$ cat config.mk
export PLATFORM = sky130hd
export DESIGN_NAME = mem_req_queue
export DESIGN_NICKNAME = d
export VERILOG_FILES = /design/src/rtl/mem_pkg.sv /design/src/rtl/mem_cmd_fifo.sv /design/src/rtl/mem_req_queue.sv
export SDC_FILE = /design/constraint.sdc
export NUM_CORES = 1
export LEC_CHECK = 0
export ABC_AREA = 1
export BUFFER_PORTS_ARGS = -buffer_cell sky130_fd_sc_hd__buf_4
export CAP_MARGIN = 30
export CORE_MARGIN = 2
export CORE_UTILIZATION = 59
export CTS_BUF_LIST = sky130_fd_sc_hd__clkbuf_8
export DETAILED_ROUTE_END_ITERATION = 10
export PLACE_DENSITY = 0.9
export SETUP_SLACK_MARGIN = 0.15
export SYNTH_ARGS = -nofsm -noshare
export SYNTH_HDL_FRONTEND = slang
export SYNTH_SLANG_ARGS = --single-unit
$ cat constraint.sdc
create_clock -name clk -period 2.9 [get_ports clk]
set_clock_uncertainty 0.1 [all_clocks]
set_input_delay 0.58 -clock clk [delete_from_list [all_inputs] [get_ports clk]]
set_output_delay 0.58 -clock clk [all_outputs]
set_load 0.1 [all_outputs]
$ cat src/rtl/mem_pkg.sv
// Shared types and default sizing for the memory request-side master.
package mem_pkg;

  localparam int MEM_WIDTH_DEF      = 8;
  localparam int MEM_ADDR_WIDTH_DEF = 4;
  localparam int MEM_DEPTH_DEF      = 4;
  localparam int MEM_TIMEOUT_DEF    = 16;

  typedef enum logic {IDLE = 1'b0, ISSUE = 1'b1} mem_q_state_e;

  typedef struct packed {
    logic                          wr_rd;
    logic [MEM_ADDR_WIDTH_DEF-1:0] addr;
    logic [MEM_WIDTH_DEF-1:0]      wdata;
  } mem_cmd_t;

endpackage

$ cat src/rtl/mem_cmd_fifo.sv
// Synchronous command FIFO; exposes the head and the entry behind it so the
// issuer can reload back-to-back in the same cycle it pops.
module mem_cmd_fifo
  import mem_pkg::*;
#(
  parameter type cmd_t = mem_cmd_t,
  parameter int  DEPTH = MEM_DEPTH_DEF
) (
  input  logic                  clk,
  input  logic                  res,
  input  logic                  push,
  input  logic                  pop,
  input  cmd_t                  din,
  output cmd_t                  head,
  output cmd_t                  next,
  output logic [$clog2(DEPTH):0] count,
  output logic                  full,
  output logic                  empty
);

  localparam int PW = $clog2(DEPTH);
  localparam logic [PW:0] FULL_CNT = (PW+1)'(DEPTH);

  cmd_t          mem [DEPTH];
  logic [PW-1:0] wr_ptr;
  logic [PW-1:0] rd_ptr;
  logic [PW-1:0] rd_nxt;
  logic          do_push;
  logic          do_pop;

  assign full    = (count == FULL_CNT);
  assign empty   = (count == '0);
  assign do_push = push && !full;
  assign do_pop  = pop && !empty;
  assign rd_nxt  = rd_ptr + 1'b1;
  assign head    = mem[rd_ptr];
  assign next    = mem[rd_nxt];

  always_ff @(posedge clk) begin
    if (res) begin
      wr_ptr <= '0;
      rd_ptr <= '0;
      count  <= '0;
    end else begin
      if (do_push) wr_ptr <= wr_ptr + 1'b1;
      if (do_pop)  rd_ptr <= rd_nxt;
      count <= count + (PW+1)'(do_push) - (PW+1)'(do_pop);
    end
  end

  // Storage is data only; validity is tracked by count and pointers.
  always_ff @(posedge clk) begin
    if (do_push) mem[wr_ptr] <= din;
  end

endmodule

$ cat src/rtl/mem_req_queue.sv
// Buffers client commands and issues them one at a time on the memory
// valid/ready port, returning read data as a single-cycle response pulse.
module mem_req_queue
  import mem_pkg::*;
#(
  parameter int WIDTH      = MEM_WIDTH_DEF,
  parameter int ADDR_WIDTH = MEM_ADDR_WIDTH_DEF,
  parameter int DEPTH      = MEM_DEPTH_DEF,
  parameter int TIMEOUT    = MEM_TIMEOUT_DEF
) (
  input  logic                  clk,
  input  logic                  res,
  input  logic                  req_valid,
  output logic                  req_ready,
  input  logic                  req_wr_rd,
  input  logic [ADDR_WIDTH-1:0] req_addr,
  input  logic [WIDTH-1:0]      req_wdata,
  output logic                  rsp_valid,
  output logic [WIDTH-1:0]      rsp_data,
  output logic [ADDR_WIDTH-1:0] rsp_addr,
  output logic                  err,
  output logic                  valid,
  input  logic                  ready,
  output logic                  wr_rd,
  output logic [ADDR_WIDTH-1:0] addr,
  output logic [WIDTH-1:0]      wdata,
  input  logic [WIDTH-1:0]      rdata
);

  typedef struct packed {
    logic                  wr_rd;
    logic [ADDR_WIDTH-1:0] addr;
    logic [WIDTH-1:0]      wdata;
  } q_cmd_t;

  localparam int CW = $clog2(DEPTH);
  localparam int TW = $clog2(TIMEOUT);
  localparam logic [TW-1:0] WAIT_LAST = TW'(TIMEOUT - 1);

  mem_q_state_e    state, state_n;
  q_cmd_t          cmd_q, cmd_n, head, next, req_cmd;
  logic            valid_n;
  logic [TW-1:0]   wait_cnt, wait_n;
  logic            rsp_valid_n, err_n;
  logic [WIDTH-1:0]      rsp_data_n;
  logic [ADDR_WIDTH-1:0] rsp_addr_n;
  logic            push, fifo_pop, full, empty;
  logic [CW:0]     count;

  assign req_ready = !full;
  assign push      = req_valid && req_ready;
  assign req_cmd   = '{wr_rd: req_wr_rd, addr: req_addr, wdata: req_wdata};

  mem_cmd_fifo #(
    .cmd_t (q_cmd_t),
    .DEPTH (DEPTH)
  ) u_fifo (
    .clk   (clk),
    .res   (res),
    .push  (push),
    .pop   (fifo_pop),
    .din   (req_cmd),
    .head  (head),
    .next  (next),
    .count (count),
    .full  (full),
    .empty (empty)
  );

  always_comb begin
    state_n     = state;
    valid_n     = valid;
    cmd_n       = cmd_q;
    wait_n      = wait_cnt;
    fifo_pop    = 1'b0;
    rsp_valid_n = 1'b0;
    rsp_data_n  = rsp_data;
    rsp_addr_n  = rsp_addr;
    err_n       = err;
    case (state)
      IDLE: begin
        valid_n = 1'b0;
        if (!empty) begin
          cmd_n   = head;
          valid_n = 1'b1;
          wait_n  = '0;
          state_n = ISSUE;
        end
      end
      ISSUE: begin
        if (ready) begin
          fifo_pop = 1'b1;
          if (!cmd_q.wr_rd) begin
            rsp_valid_n = 1'b1;
            rsp_data_n  = rdata;
            rsp_addr_n  = cmd_q.addr;
          end
          // Reload from the entry behind the head so issue stays gapless.
          if (count > (CW+1)'(1)) begin
            cmd_n  = next;
            wait_n = '0;
          end else begin
            valid_n = 1'b0;
            state_n = IDLE;
          end
        end else if (wait_cnt == WAIT_LAST) begin
          fifo_pop = 1'b1;
          err_n    = 1'b1;
          valid_n  = 1'b0;
          state_n  = IDLE;
        end else begin
          wait_n = wait_cnt + 1'b1;
        end
      end
      default: state_n = IDLE;
    endcase
  end

  always_ff @(posedge clk) begin
    if (res) begin
      state     <= IDLE;
      valid     <= 1'b0;
      cmd_q     <= '0;
      wait_cnt  <= '0;
      rsp_valid <= 1'b0;
      rsp_data  <= '0;
      rsp_addr  <= '0;
      err       <= 1'b0;
    end else begin
      state     <= state_n;
      valid     <= valid_n;
      cmd_q     <= cmd_n;
      wait_cnt  <= wait_n;
      rsp_valid <= rsp_valid_n;
      rsp_data  <= rsp_data_n;
      rsp_addr  <= rsp_addr_n;
      err       <= err_n;
    end
  end

  assign wr_rd = cmd_q.wr_rd;
  assign addr  = cmd_q.addr;
  assign wdata = cmd_q.wdata;

endmodule

After elaboration in Yosys (flattened, before gate mapping):

Memory sizes are Yosys's and may differ from the RTL's. A register that Yosys moved wholly into a read port is not among the register bits.
Index checks and enable logic that the tools add are counted.

* bits in registers: 40
* memories kept: 1
* word-level logic and storage cells: 70
* input port bits: 25
* output and inout bits: 29
* bits in writable memories: 52

* reductions and logical operators: 12
* $lt $le $gt $ge: 1
* bitwise gates (word level): 3
* add/sub/neg operators: 5
* multiplexer cells: 26
* eq/ne operators: 9

Memories
* u_fifo.mem: depth 4, width 13, rd ports 2, clocked after Yosys merged registers in 1, wr ports 1, RTL line mem_cmd_fifo.sv:24 `cmd_t mem [DEPTH];`

Operators by type and width (count)
* $mux 13: 3
* $pmux 13 s2: 1
* $mux 4: 4
* $mux 1: 13
* $reduce_and 3->1: 4
* $pmux 4 s2: 1
* $ne 3x2->1 const B: 2
* $ne 3x3->1 const B: 2
* $add 2x1->2 const B: 2
* $add 4x1->4 const B: 1
* $eq 4x4->1 const B: 1
* $mux 2: 2
* $ne 2x2->1 const B: 2
* $pmux 1 s2: 2
* $add 3x1->3: 1
* $eq 3x3->1 const B: 1
* $gt 3x1->1 const B: 1
* $logic_and 1x1->1: 3
* $logic_not 3->1: 1
* $not 1->1: 3
* $reduce_or 3->1: 1
* $sub 3x1->3: 1
* $logic_not 1->1: 2
* $ne 2x1->1 const B: 1
* $reduce_and 2->1: 1

Longest topological paths before layout:

* word-level depth: 7
* depth in mapped cells: 11
* mapped depth without buffers: 11

Cells and area by module:

From an unflattened synthesis, not the netlist that was laid out.

* cells, all modules: 509
* area, all modules: 4414.2 um^2

By module, submodules not included
* mem_cmd_fifo: cells an instance 292, instances 1, area each 2841.5 um^2
* mem_req_queue: cells an instance 217, instances 1, area each 1572.8 um^2

Least setup slack after synthesis:

OpenSTA, ideal clock, no wires.

* kind: reg-to-reg
* start point: reg u_fifo.count[1]
* end point: reg u_fifo.count[2]
* setup slack: 0.188 ns
* setup time: 0.124 ns
* period minus slack after synthesis: 2.712 ns
* required time: 2.676 ns
* stages on the path, launching flop included: 9
* arrival time: 2.488 ns
* cell sequence: dfxtp_1 inv_1 nand3_1 nand2_1 inv_1 ha_1 fa_1 xor2_1 nor2_1

* word-level cells in the longest chain between the ends: 6
* elaborated cells between the ends (all ways): 9
* those cells by class: add/sub: 2; eq/ne: 1; reduce/logical: 6

Ends and longest elaborated chain
* start, declared: RTL line mem_cmd_fifo.sv:16 `output logic [$clog2(DEPTH):0] count,`
* start signal, assigned: RTL line mem_cmd_fifo.sv:47 `count <= count + (PW+1)'(do_push) - (PW+1)'(do_pop);`
* $eq 3x3->1 *: RTL line mem_cmd_fifo.sv:31 `assign full = (count == FULL_CNT);`
* $logic_not 1->1 *: RTL line mem_req_queue.sv:50 `assign req_ready = !full;`
* net req_ready: RTL line mem_req_queue.sv:14 `output logic req_ready,`
* $logic_and 1x1->1: RTL line mem_req_queue.sv:51 `assign push = req_valid && req_ready;`
* $logic_and 1x1->1 *: RTL line mem_cmd_fifo.sv:33 `assign do_push = push && !full;`
* net u_fifo.do_push: RTL line mem_cmd_fifo.sv:28 `logic do_push;`
* $add 3x1->3 *: RTL line mem_cmd_fifo.sv:47
* $sub 3x1->3 *: RTL line mem_cmd_fifo.sv:47

The timed path passes the listed nets; every way through them passes the cells marked *.
A chain may end at the register's enable or synchronous reset.

Final worst setup path:

* start point: reg wait_cnt[0]
* end point: reg u_fifo.count[2]

* word-level cells in the longest chain between the ends: 6

Ends and longest elaborated chain
* start, declared: RTL line mem_req_queue.sv:43 `logic [TW-1:0] wait_cnt, wait_n;`
* start signal, assigned: RTL line mem_req_queue.sv:133 `wait_cnt <= wait_n;`
* $eq 4x4->1: RTL line mem_req_queue.sv:106 `end else if (wait_cnt == WAIT_LAST) begin`
* $mux 1: RTL line mem_req_queue.sv:106
* $mux 1: RTL line mem_req_queue.sv:91 `if (ready) begin`
* $mux 1: RTL line mem_req_queue.sv:80 `case (state)`
* $logic_and 1x1->1: RTL line mem_cmd_fifo.sv:34 `assign do_pop = pop && !empty;`
* net u_fifo.do_pop: RTL line mem_cmd_fifo.sv:29 `logic do_pop;`
* $sub 3x1->3: RTL line mem_cmd_fifo.sv:47

The timed path passes the listed nets, and every way through them passes these cells.

==> results.sh <==
export IMPL_cts_clk_slew_worst_paths_ns=0.09
export IMPL_clk_path_buf_depth=2
export IMPL_postSynthCellCount=562
export IMPL_num_rows=31
export IMPL_drive_above_1_share_pct=14.8
export IMPL_ys_types=24
export IMPL_grt_pass1_wl_um=16200
export IMPL_grt_max_degree=27
export IMPL_avgSynthCellArea_um2=7.96
export IMPL_root_buffer="clkbuf_8"
export IMPL_cp_data_required_time_ns=3.06
export IMPL_pre_cts_ws_ns=0.609
export IMPL_num_vias=3785
export IMPL_antenna_found_initial=0
export IMPL_via_per_inst=5.29
export IMPL_crit_arrival_ns=2.44
export IMPL_power_switching_w=0.00239
export IMPL_synth_largest_area_cell="edfxtp_1"
export IMPL_chipHeight_um=91.1
export IMPL_finalSetupViolCount=0
export IMPL_ctsResizeCount=0
export IMPL_ios=54
export IMPL_max_slew_margin_rel_pct=48.1
export IMPL_hold_viol_final=0
export IMPL_die_area_mm2=0.00830
export IMPL_core_region_area_mm2=0.00729
export IMPL_synth_edf_count=52
export IMPL_critPathSlowestCell="fa_1"
export IMPL_initial_core_util_pct=61.4
export IMPL_cellPowerDensity_mw_per_mm2=971
export IMPL_stdcell_count=715
export IMPL_startpoint_type="flop"
export IMPL_worstSkewPairLatency_ns=0.37
export IMPL_synth_seq_cells=94
export IMPL_synth_mux_area_share_pct=0
export IMPL_fin_tns_setup_ns=0
export IMPL_period_minus_slack_ns=2.29
export IMPL_nets=645
export IMPL_areaGrowthSynthToFinish_pct=14.5
export IMPL_synth_xor_area_share_pct=0.196
export IMPL_htreeDepth=3
export IMPL_path_common_cell="ha_1"
export IMPL_holdBufCountCts=0
export IMPL_syn_area_mm2=0.00447
export IMPL_routed_wl_um=9970
export IMPL_synth_simple_area_share_pct=27.5
export IMPL_clock_sink_count=94
export IMPL_dpl_hpwl_um=6580
export IMPL_rsz0062_at_grt="false"
export IMPL_drt_iter0_drc=313
export IMPL_clock_fmax_ghz=0.437
export IMPL_path_max_fanout=4
export IMPL_synth_warnings=0
export IMPL_synth_top_flop_cell="edfxtp_1"
export IMPL_final_area_mm2=0.00512
export IMPL_diodes=0
export IMPL_outcome="finished clean"
export IMPL_min_period_over_period_pct=78.8
export IMPL_cts_made_buffers=9
export IMPL_drv_cap=0
export IMPL_post_cts_setup_buffers=0
export IMPL_critPathCaptureType="flop"
export IMPL_p_seq_share_pct=35.9
export IMPL_routedWlPerCell_um=13.9
export IMPL_yosys_area_top_type_share_pct=34.9
export IMPL_cts_tree="done"
export IMPL_fin_hold_ws_ns=0.309
export IMPL_portBuffers=53
export IMPL_grt_pass1_vias=3628
export IMPL_drc=0
export IMPL_worstSetupPathType="reg -> reg"
export IMPL_drtPass1Iterations=5
export IMPL_internal_power_w=0.00258
export IMPL_dieWidth_um=91.1
export IMPL_fill_cells=559
export IMPL_switching_share_pct=48.1
export IMPL_synth_nets=596
export IMPL_synthAdderAreaFrac_pct=2.68
export IMPL_placed_area_mm2=0.00493
export IMPL_setup_slack_ns=0.614
export IMPL_synth_top_family_by_area="simple AND/OR/NAND/NOR gates"
export IMPL_place_inst=699
export IMPL_tightest_slew_ns=0.778
export IMPL_place_congestion=0.821
export IMPL_cpPeakStageDelay_ns=0.38
export IMPL_ys_seq_area_share_pct=53.7
export IMPL_grt_overflow_total=0
export IMPL_power_share_clock_pct=16.7
export IMPL_leakage_nw=2.46
export IMPL_grt_usage_pct=24.4
export IMPL_vdd_drop_max_mv=0.561
export IMPL_async_flop_share_pct=0
export IMPL_synth_area_leaders="edfxtp_1 35%, dfxtp_1 19%, nand2_1 16%, inv_1 6.2%, nor2_1 5.3%"
export IMPL_path_cells="ha_1 -> nand3_1 -> nand2_1 -> nand3_1 -> inv_1 -> ha_1 -> inv_1 -> ha_1 -> fa_1 -> xor2_1 -> nor2_1"
export IMPL_hp_class="in -> reg"
export IMPL_slew_violations=0
export IMPL_synth_compound_area_share_pct=6.54
export IMPL_p_comb_share_pct=47.3
export IMPL_antenna_left=0
## worst max-delay path: cells and delay by family (launching register included)
family / cells / cell delay [ns]
buffers and inverters: 2 / 0.12
AND/OR/NAND/NOR: 4 / 0.38
adder cells (fa/ha/maj): 4 / 1.08
flip-flops: 1 / 0.35
XOR/XNOR: 1 / 0.14
## layer usage
metal / wire (um) / global-route usage [%] / up-vias
met5: 0 / 0 / -
met4: 193 / 8.71 / 0
met3: 571 / 4.48 / 20
met2: 5000 / 43.3 / 137
met1: 4200 / 29.8 / 1771
li1: - / - / 1857
## flip-flops by register name (all words and copies together) (netlist names), named ones only
| name | count |
|---|---|
| u_fifo.mem | 52 |
| wr_rd | 1 |
| rsp_data | 8 |
| u_fifo.wr_ptr | 2 |
| rsp_valid | 1 |
| wdata | 8 |
| addr | 4 |
| u_fifo.rd_ptr | 2 |
| wait_cnt | 4 |
| state | 1 |
| rsp_addr | 4 |
| err | 1 |
| valid | 1 |
| u_fifo.count | 3 |
## power by group through the flow
| stage | clock [W] | combinational [W] | sequential [W] |
|---|---|---|---|
| 2_1_floorplan | 0 | 0.00115 | 0.00252 |
| 6_report | 0.000833 | 0.00235 | 0.00179 |
| 5_1_grt | 0.000893 | 0.00253 | 0.00181 |
| 4_1_cts | 0.000835 | 0.00234 | 0.00179 |
| 3_5_place_dp | 0 | 0.00233 | 0.00181 |
| 3_3_place_gp | 0 | 0.00225 | 0.00180 |
## cell usage after synthesis, types with 2 or more instances
cell,number
nand2_1,189
inv_1,74
nor2_1,63
edfxtp_1,52
nand3_1,44
dfxtp_1,42
o21ai_0,28
a21oi_1,12
buf_2,9
clkbuf_1,9
ha_1,8
o21ai_1,8
a21oi_2,6
buf_6,3
inv_2,3
nand3b_1,3
buf_4,2
## through the flow
stage	total power [W]	utilization, %
2_1_floorplan	0.00366	-
3_3_place_gp	0.00405	67.6
3_5_place_dp	0.00414	67.6
4_1_cts	0.00496	70.3
5_1_grt	0.00524	70.3
6_report	0.00498	70.3
## final timing paths
| check | cells after the start | to | start | slack (ns) |
|---|---|---|---|---|
| max | 11 | u_fifo.count[2] | wait_cnt[0] | 0.61 |
| min | 1 | u_fifo.mem[2][6] | req_wdata[6] | 0.31 |
| max reg2reg | 11 | u_fifo.count[2] | wait_cnt[0] | 0.61 |
| min reg2reg | 2 | err | err | 0.40 |
## cell families (layout without fill, tap and decap cells)
kind of cell	count (synthesis)	in the layout
buffers and inverters	101	155
adder cells (fa/ha/maj)	9	9
flip-flops	94	94
XOR/XNOR	1	1
AO/OA/AOI/OAI	54	54
AND/OR/NAND/NOR	303	303
## final cells by class
type | instances | area (um2) | area share (%)
multi-input combinational | 367 | 1650 | 32.2
inverter | 77 | 289 | 5.64
tap | 99 | 124 | 2.42
sequential | 94 | 2400 | 46.9
clock buffer | 11 | 151 | 2.95
timing repair buffer | 62 | 465 | 9.08
clock inverter | 5 | 40.0 | 0.781
## cell usage in the layout (no fill, tap or decap), types with 6 or more instances in the layout
master	Yosys	layout
nor2_1	63	63
inv_1	74	74
a21oi_2	6	6
buf_4	2	62
dfxtp_1	42	42
a21oi_1	12	12
ha_1	8	8
edfxtp_1	52	52
nand3_1	44	44
nand2_1	189	189
clkbuf_8	0	11
o21ai_1	8	8
o21ai_0	28	28
(Power assumes the default switching activity.)
